===== config.mk =====
export PLATFORM = sky130hd
export DESIGN_NAME = i2s_dac_tx
export DESIGN_NICKNAME = d
export VERILOG_FILES = /design/src/rtl/audio_i2s_pkg.sv /design/src/rtl/i2s_clkgen.sv /design/src/rtl/i2s_dac_tx.sv
export SDC_FILE = /design/constraint.sdc
export NUM_CORES = 1
export LEC_CHECK = 0
export ABC_AREA = 1
export BUFFER_PORTS_ARGS = -buffer_cell sky130_fd_sc_hd__buf_2
export CORE_ASPECT_RATIO = 1.1
export CORE_MARGIN = 3
export CORE_UTILIZATION = 46
export CTS_CLUSTER_DIAMETER = 150
export DETAILED_ROUTE_END_ITERATION = 8
export PLACE_DENSITY_LB_ADDON = 0.25
export SLEW_MARGIN = 20
export SYNTH_ARGS = -nofsm -noshare
export SYNTH_HDL_FRONTEND = slang
export SYNTH_SLANG_ARGS = --single-unit
export TNS_END_PERCENT = 1

===== constraint.sdc =====
create_clock -name clk_50MHz -period 1.5 [get_ports clk_50MHz]
set_input_delay 0.3 -clock clk_50MHz [delete_from_list [all_inputs] [get_ports clk_50MHz]]
set_output_delay 0.3 -clock clk_50MHz [all_outputs]
set_load 0.02 [all_outputs]

===== src/rtl/audio_i2s_pkg.sv =====
// Shared constants and types for the I2S DAC transmitter.
//   SLOT_BITS / FRAME_BITS : I2S slot and frame length in bit clocks
//   DATA_W_DEF / BCLK_DIV_DEF : default sample width and clk cycles per BCLK
//   DIV_W   : divider counter width for the default BCLK_DIV
//   pcm_t   : signed PCM sample at the default width
package audio_i2s_pkg;

    localparam int unsigned SLOT_BITS    = 32;
    localparam int unsigned FRAME_BITS   = 64;
    localparam int unsigned DATA_W_DEF   = 16;
    localparam int unsigned BCLK_DIV_DEF = 16;
    localparam int unsigned DIV_W        = $clog2(BCLK_DIV_DEF);

    typedef logic signed [DATA_W_DEF-1:0] pcm_t;

endpackage


===== src/rtl/i2s_clkgen.sv =====
// Clock generation for the I2S transmitter.
//   clk       : system clock (50 MHz)
//   reset     : synchronous, active-high
//   mclk      : codec master clock, clk/2, free-running
//   sclk      : bit clock, low for the first half of the divider period
//   fall_tick : high on the clk whose closing edge makes sclk fall
module i2s_clkgen
    import audio_i2s_pkg::*;
#(
    parameter int unsigned BCLK_DIV = BCLK_DIV_DEF
) (
    input  logic clk,
    input  logic reset,
    output logic mclk,
    output logic sclk,
    output logic fall_tick
);

    localparam int unsigned CNT_W = (BCLK_DIV > 1) ? $clog2(BCLK_DIV) : 1;
    localparam logic [CNT_W-1:0] CNT_MAX  = CNT_W'(BCLK_DIV - 1);
    localparam logic [CNT_W-1:0] CNT_HALF = CNT_W'(BCLK_DIV / 2);

    logic [CNT_W-1:0] div_cnt;
    logic [CNT_W-1:0] div_cnt_n;

    // Divider next value: 0..BCLK_DIV-1 then wrap
    always_comb begin
        div_cnt_n = div_cnt + CNT_W'(1);
        if (div_cnt == CNT_MAX) begin
            div_cnt_n = '0;
        end
    end

    // sclk and fall_tick are decoded from the next count so they line up
    // with div_cnt rather than lagging it by one clk
    always_ff @(posedge clk) begin
        if (reset) begin
            div_cnt   <= '0;
            mclk      <= 1'b0;
            sclk      <= 1'b0;
            fall_tick <= 1'b0;
        end else begin
            div_cnt   <= div_cnt_n;
            mclk      <= ~mclk;
            sclk      <= (div_cnt_n >= CNT_HALF);
            fall_tick <= (div_cnt_n == CNT_MAX);
        end
    end

endmodule


===== src/rtl/i2s_dac_tx.sv =====
// Standard-format I2S transmitter for the codec DAC path.
//   clk_50MHz  : system clock
//   reset      : synchronous, active-high
//   L_data     : left PCM sample, captured at frame start
//   R_data     : right PCM sample, captured at frame start
//   mute       : silences the frame that starts next
//   sample_ack : one-clk pulse when L_data/R_data are captured
//   dac_MCLK   : clk/2 master clock
//   dac_SCLK   : bit clock (clk/BCLK_DIV)
//   dac_LRCK   : word select, 0 = left slot, 1 = right slot
//   dac_SDIN   : serial data, MSB first, one bit clock after LRCK changes
module i2s_dac_tx
    import audio_i2s_pkg::*;
#(
    parameter int unsigned DATA_W   = DATA_W_DEF,
    parameter int unsigned BCLK_DIV = BCLK_DIV_DEF
) (
    input  logic              clk_50MHz,
    input  logic              reset,
    input  logic [DATA_W-1:0] L_data,
    input  logic [DATA_W-1:0] R_data,
    input  logic              mute,
    output logic              sample_ack,
    output logic              dac_MCLK,
    output logic              dac_SCLK,
    output logic              dac_LRCK,
    output logic              dac_SDIN
);

    localparam int unsigned BP_W = $clog2(FRAME_BITS);
    localparam int unsigned K_W  = $clog2(SLOT_BITS);
    localparam logic [BP_W-1:0] FRAME_LAST = BP_W'(FRAME_BITS - 1);

    logic              fall_tick;

    logic [BP_W-1:0]   bitpos,   bitpos_n;
    logic [DATA_W-1:0] shadow_l, shadow_l_n;
    logic [DATA_W-1:0] shadow_r, shadow_r_n;
    logic              mute_lat, mute_n;
    logic [DATA_W-1:0] shift_q,  shift_n;
    logic              sdin_n;
    logic              lrck_n;
    logic              ack_n;

    i2s_clkgen #(
        .BCLK_DIV (BCLK_DIV)
    ) u_clkgen (
        .clk       (clk_50MHz),
        .reset     (reset),
        .mclk      (dac_MCLK),
        .sclk      (dac_SCLK),
        .fall_tick (fall_tick)
    );

    // Serial state advances only on the SCLK falling edge
    always_comb begin
        bitpos_n   = bitpos;
        shadow_l_n = shadow_l;
        shadow_r_n = shadow_r;
        mute_n     = mute_lat;
        shift_n    = shift_q;
        sdin_n     = dac_SDIN;
        lrck_n     = dac_LRCK;
        ack_n      = 1'b0;

        if (fall_tick) begin
            bitpos_n = bitpos + BP_W'(1);
            lrck_n   = bitpos_n[BP_W-1];

            // Capture both channels together so a frame is never split
            if (bitpos == FRAME_LAST) begin
                shadow_l_n = L_data;
                shadow_r_n = R_data;
                mute_n     = mute;
                ack_n      = 1'b1;
            end

            // Slot bit 0 carries the one-bit I2S delay; the word is loaded
            // here and shifted out from bit 1, zeros fill the slot tail
            if (bitpos_n[K_W-1:0] == '0) begin
                sdin_n = 1'b0;
                if (mute_n) begin
                    shift_n = '0;
                end else if (bitpos_n[BP_W-1]) begin
                    shift_n = shadow_r_n;
                end else begin
                    shift_n = shadow_l_n;
                end
            end else begin
                sdin_n  = shift_q[DATA_W-1];
                shift_n = {shift_q[DATA_W-2:0], 1'b0};
            end
        end
    end

    // Serial state registers
    always_ff @(posedge clk_50MHz) begin
        if (reset) begin
            bitpos     <= '0;
            shadow_l   <= '0;
            shadow_r   <= '0;
            mute_lat   <= 1'b0;
            shift_q    <= '0;
            dac_SDIN   <= 1'b0;
            dac_LRCK   <= 1'b0;
            sample_ack <= 1'b0;
        end else begin
            bitpos     <= bitpos_n;
            shadow_l   <= shadow_l_n;
            shadow_r   <= shadow_r_n;
            mute_lat   <= mute_n;
            shift_q    <= shift_n;
            dac_SDIN   <= sdin_n;
            dac_LRCK   <= lrck_n;
            sample_ack <= ack_n;
        end
    end

endmodule


Word-level counts from Yosys, hierarchy flattened
Cells that the tools add are included.

storage, ports and cells
  register bits = 65
  bits of input ports = 35
  output and inout bits = 5
  word-level logic and storage cells = 32

operators by class
  $add $sub $neg = 2
  magnitude comparators = 1
  equality and inequality tests = 3
  muxes and demuxes = 10
  bitwise gates (word level) = 2
  reductions and logical operators = 2

operator list
  kind                                                       number
  two-way mux 16 bit                                         5
  == test 4 bit (second input constant)                      2
  adder 6 x 1 -> 6 bit (second input constant)               1
  == test 6 bit (second input constant)                      1
  zero test 5 bit                                            1
  adder 4 x 1 -> 4 bit (second input constant)               1
  greater-or-equal comparator 4 bit (second input constant)  1
  two-way mux 1 bit                                          4
  two-way mux 4 bit                                          1
  NOT 1 bit                                                  2
  OR reduction 2 bit                                         1

Depth between registers and ports, before layout
  word-level depth = 5
  mapped depth = 11
  gate-level depth less buffers = 10

Cells and area by module
Synthesis repeated with hierarchy kept, for this count alone.

second synthesis, totals
  cells, all modules = 521
  area total of the unflattened synthesis = 3325.7 um2

by module, submodules not included
  module      instances  cells an instance  area an instance (um2)  seq. area each (um2)
  i2s_dac_tx  1          489                3057.9                  1141.1
  i2s_clkgen  1          32                 267.8                   140.1

Worst setup path before layout
OpenSTA, ideal clock, no wires.

  kind = reg2reg
  from = register bitpos[0]
  to = register shift_q[8]
  setup time = 0.120 ns
  arrival = 1.529 ns
  required time = 1.380 ns
  setup slack = -0.148 ns
  cell stages (with the launch flop) = 12
  path buffers = 1
  period minus slack after synthesis = 1.648 ns
  cells stage by stage = dfxtp_1 ha_1 nand2_1 nor2_2 nand2_1 buf_2 nand2_1 nand2_1 nand2_1 nand2_1 nand2_1 a21oi_1

between the ends
  word-level cells in the longest chain between the ends = 5
  elaborated cells between the ends (all ways) = 10
  those cells by class = add/sub (1); eq/ne (1); mux (7); reduce/logical (1)

ends and longest elaborated chain
  item                                                                          RTL line           text
  start, declared                                                               i2s_dac_tx.sv:36   logic [BP_W-1:0] bitpos, bitpos_n;
  start signal, assigned                                                        i2s_dac_tx.sv:108  bitpos <= bitpos_n;
  parallel branches: the longest is 4 deep, another holds adder 6 x 1 -> 6 bit  n/a
  two-way mux 16 bit (*)                                                        i2s_dac_tx.sv:80   if (bitpos_n[K_W-1:0] == '0) begin
  end signal, assigned                                                          i2s_dac_tx.sv:112  shift_q <= shift_n;
  end, declared                                                                 i2s_dac_tx.sv:40   logic [DATA_W-1:0] shift_q, shift_n;

Mark *: on every way between the ends. The select of a mux whose other input is x is not followed.
A chain may end at the register's enable or synchronous reset.

Final worst setup path
  from = register bitpos[1]
  to = register shift_q[4]

The elaborated chain is that of the path after synthesis.

==> impl_metrics.csv <==
group,metric,value,unit
finish,postLayoutCellArea,3990,um^2
yosys,synth_top_area_cell,"dfxtp_1",
sta,fin_ws,-22.4,ps
worst_setup_path,r2r_setup_slack,-20,ps
global_route,grt_pass1_wl,14000,um
hold_path,hold_class,"primary input to flop",
yosys,avgSynthCellArea,6.38,um^2
worst_setup_path,path_delay_family,"simple AND/OR/NAND/NOR gates",
floorplanning,die_h,94.9,um
global_route,grt_usage,21.3,%
placed_design,placed_cell_area,3720,um^2
finish,area_growth,20.6,%
worst_setup_path,r2r_end,"shift_q[4]",
yosys,synth_most_common_cell,"nand2_1",
worst_setup_path,cp-endpoint,"shift_q[4]",
placed_design,portBuffers,39,
global_route,antenna_found_initial,0,
clock_network,holdBufCountCts,0,
routing,wire_per_inst,12.7,um
yosys,synth.cells.most_frequent,"nand2_1, inv_1, dfxtp_1, o21ai_0, a21oi_1",
floorplanning,io_pins,40,
finish,nets,599,
placed_design,place_congestion,0.797,
routing,wl,8240,um
worst_setup_path,rr_worst_depth,10,
sta,rsz0062_at_grt,"yes",
clock_network,cts_tree,"built",
yosys,ys_warn_count,0,
sta,hold_slack,298,ps
yosys,synth-main-ff-cell,"dfxtp_1",
finish,drive_above_1_share,18.2,%
worst_setup_path,startpoint,"bitpos[1]",
finish,fin_util,58.7,%
clock_network,numCtsBuffers,9,
job,maxCapViolCount,0,
outcome,outcome,"complete, but fails checks",
clock_network,clock_latency,340,ps
power_and_ir_drop,power_frac_comb,3.0,%
clock_network,h-tree-depth,3,
power_and_ir_drop,power_density,841,nW/um^2
sta,setup_violations,11,
worst_setup_path,worst-path-stages,10,
worst_setup_path,r2r-start,"bitpos[1]",
outcome,violations,"negative setup slack",
yosys,synthesis.area,3310,um^2
sta,fin_crit_sh,101,%
sta,fin_crit,1520,ps
power_and_ir_drop,clockPowerShare,46.0,%
floorplanning,row_count,31,
worst_setup_path,crit_slowest_cell,"dfxtp_4",
sta,hold_violations,0,
sta,slew_violations,0,
power_and_ir_drop,p_int,2.56,mW
routing,final_antenna_net_count,0,
yosys,synth.area.top_cells,"dfxtp_1, nand2_1, o21ai_0",
worst_setup_path,criticalPathCategory,"flop to flop",
floorplanning,die-width,86.8,um
worst_setup_path,path_cells,"ha_4 -> nand2_2 -> nor2_4 -> buf_4 -> nand3_1 -> nand2_1 -> nand2_1 -> nand2_1 -> nand2_1 -> a21oi_1",
yosys,synth_cell_type_count,23,
worst_setup_path,cpMostUsedCell,"nand2_1",
floorplanning,initial_core_util,48.7,%
floorplanning,core-area,6790,um^2
routing,drt_iter0_drc,170,
power_and_ir_drop,p_leak,2.05,nW
yosys,yosysSeqAreaShare,38.8,%
worst_setup_path,end_kind,"flop",
finish,diodes,0,
yosys,synth_top_cell_area_share,38.8,%
floorplanning,design.die.area,8240,um^2
power_and_ir_drop,swShare,23.5,%
worst_setup_path,critPathMaxFanout,5,
routing,vias,3274,
yosys,syn_inst,518,
sta,timing.fmax,657,MHz
global_route,grt_max_degree,75,
routing,drcViolationCount,0,
placed_design,dp_hpwl,5400,um
worst_setup_path,critPathMaxStageDelay,360,ps
worst_setup_path,critPathRequiredTime,1770,ps
clock_network,clock-sinks,64,
finish,nFillCells,650,
sta,clock_skew,5.72,ps
worst_setup_path,start_kind,"flop",
routing,drt-vias-per-instance,5.06,
worst_setup_path,critical_path_arrival,1800,ps
yosys,async_reset_ff_share,0,%
routing,drtPass1Iterations,5,
clock_network,clock-root-buffer,"clkbuf_8",
yosys,synth_edf_count,0,
yosys,synth_fp_nets,557,
power_and_ir_drop,p_sw,0.789,mW
power_and_ir_drop,peakVddDrop,0.475,mV
power_and_ir_drop,pwr-share-seq,51.0,%
sta,relSlewSlack,76.6,%
global_route,gr-total-overflow,0,
worst_setup_path,path_buf_inv,1,
yosys,ys_ff_latch,64,
clock_network,clk_pin_slew,80,ps
global_route,first_global_vias,3066,
sta,tightestPinTransition,352,ps
clock_network,cts.path.max_buffers,2,
[layout by cell type, fill, tap and decap left out, types with 3 or more instances in the layout]
cell type and instances:
buf_2 39, clkinvlp_4 4, nand3_1 17, buf_6 4, buf_4 14, dfxtp_1 60, nand2_1 148, inv_1 68
ha_1 3, nor2_1 42, o21ai_0 52, buf_12 4, a21oi_2 7, o21ai_1 6, o21bai_1 15, clkbuf_8 10
nor2_4 3, a21oi_1 47, nand2_2 6
[area by class of cell]
class                      count  area (um^2)  share of cell area [%]
multi-input combinational    355         1700                    42.7
sequential                    64         1290                    32.4
timing repair buffer          61          425                    10.7
inverter                      69          259                    6.50
clock buffer                  10          138                    3.45
tap                           82          103                    2.57
clock inverter                 6         68.8                    1.73
[per-stage QoR]
step                      power (mW)  setup slack (ps)  cells  TNS (ps)
final                           3.35             -22.4    647     -84.6
after global routing            3.48              -142    647     -2210
after CTS                       3.38             -38.7    647      -306
after detailed placement        1.85              -119    631     -1370
after global placement          1.85             -90.1    631      -887
after floorplan                 1.79            -0.111    518    -0.915
[worst min-delay path: cells and delay by family]
family          cells  cell delay (ps)
simple gates        2              120
compound gates      1               70
buf+inv             2              120
[flip-flops by register name, indices dropped and copies added (netlist names)]
| register | cells |
|---|---|
| sample_ack | 1 |
| mute_lat | 1 |
| dac_SDIN | 1 |
| shift_q | 16 |
| u_clkgen.mclk | 1 |
| shadow_r | 16 |
| u_clkgen.fall_tick | 1 |
| u_clkgen.div_cnt | 4 |
| dac_LRCK | 1 |
| bitpos | 5 |
| shadow_l | 16 |
| u_clkgen.sclk | 1 |
[repair_timing]
| item | CTS | global route |
|---|---|---|
| gates resized for setup | 7 | 14 |
| pin swaps | 1 | 4 |
| setup endpoints to repair | 18 | 37 |
| setup buffers | 0 | 0 |
[power by group through the flow]
stage / combinational, mW / sequential, mW / clock [mW]
after floorplan: 0.0354 / 1.75 / 0
after global placement: 0.101 / 1.75 / 0
after detailed placement: 0.102 / 1.75 / 0
after CTS: 0.103 / 1.71 / 1.57
after global routing: 0.114 / 1.71 / 1.65
final: 0.102 / 1.71 / 1.54
[per-layer routing]
layer  wire (um)  part of all wire [%]  up-vias  global-route usage [%]
met4         184                   2.2        0                    10.1
met2        3610                    44       84                    32.0
li1            -                     -     1705                       -
met5           0                     0        -                       0
met1        3970                    48     1465                    29.7
met3         473                   5.7       20                    3.05
[cell families (layout without fill, tap and decap cells)]
group | count (synthesis) | count (layout) | share of synthesized area, %
AO/OA/AOI/OAI | 129 | 129 | 20.8
XOR/XNOR | 1 | 1 | 0.265
adder cells (fa/ha/maj) | 4 | 4 | 1.51
buffers and inverters | 99 | 146 | 12.0
flip-flops | 64 | 64 | 38.8
AND/OR/NAND/NOR | 221 | 221 | 26.6
[worst min path at each step]
stage             startpoint       endpoint  slack [ps]  cells after the start
2_1_floorplan    shift_q[15]       dac_SDIN         430                      2
3_5_place_dp   u_clkgen.mclk  u_clkgen.mclk         400                      1
3_3_place_gp   u_clkgen.mclk  u_clkgen.mclk         390                      1
4_1_cts           R_data[11]   shadow_r[11]         280                      5
6_report          R_data[11]   shadow_r[11]         300                      5
5_1_grt           R_data[11]   shadow_r[11]         320                      5
Power figures use the tool's default switching activity.
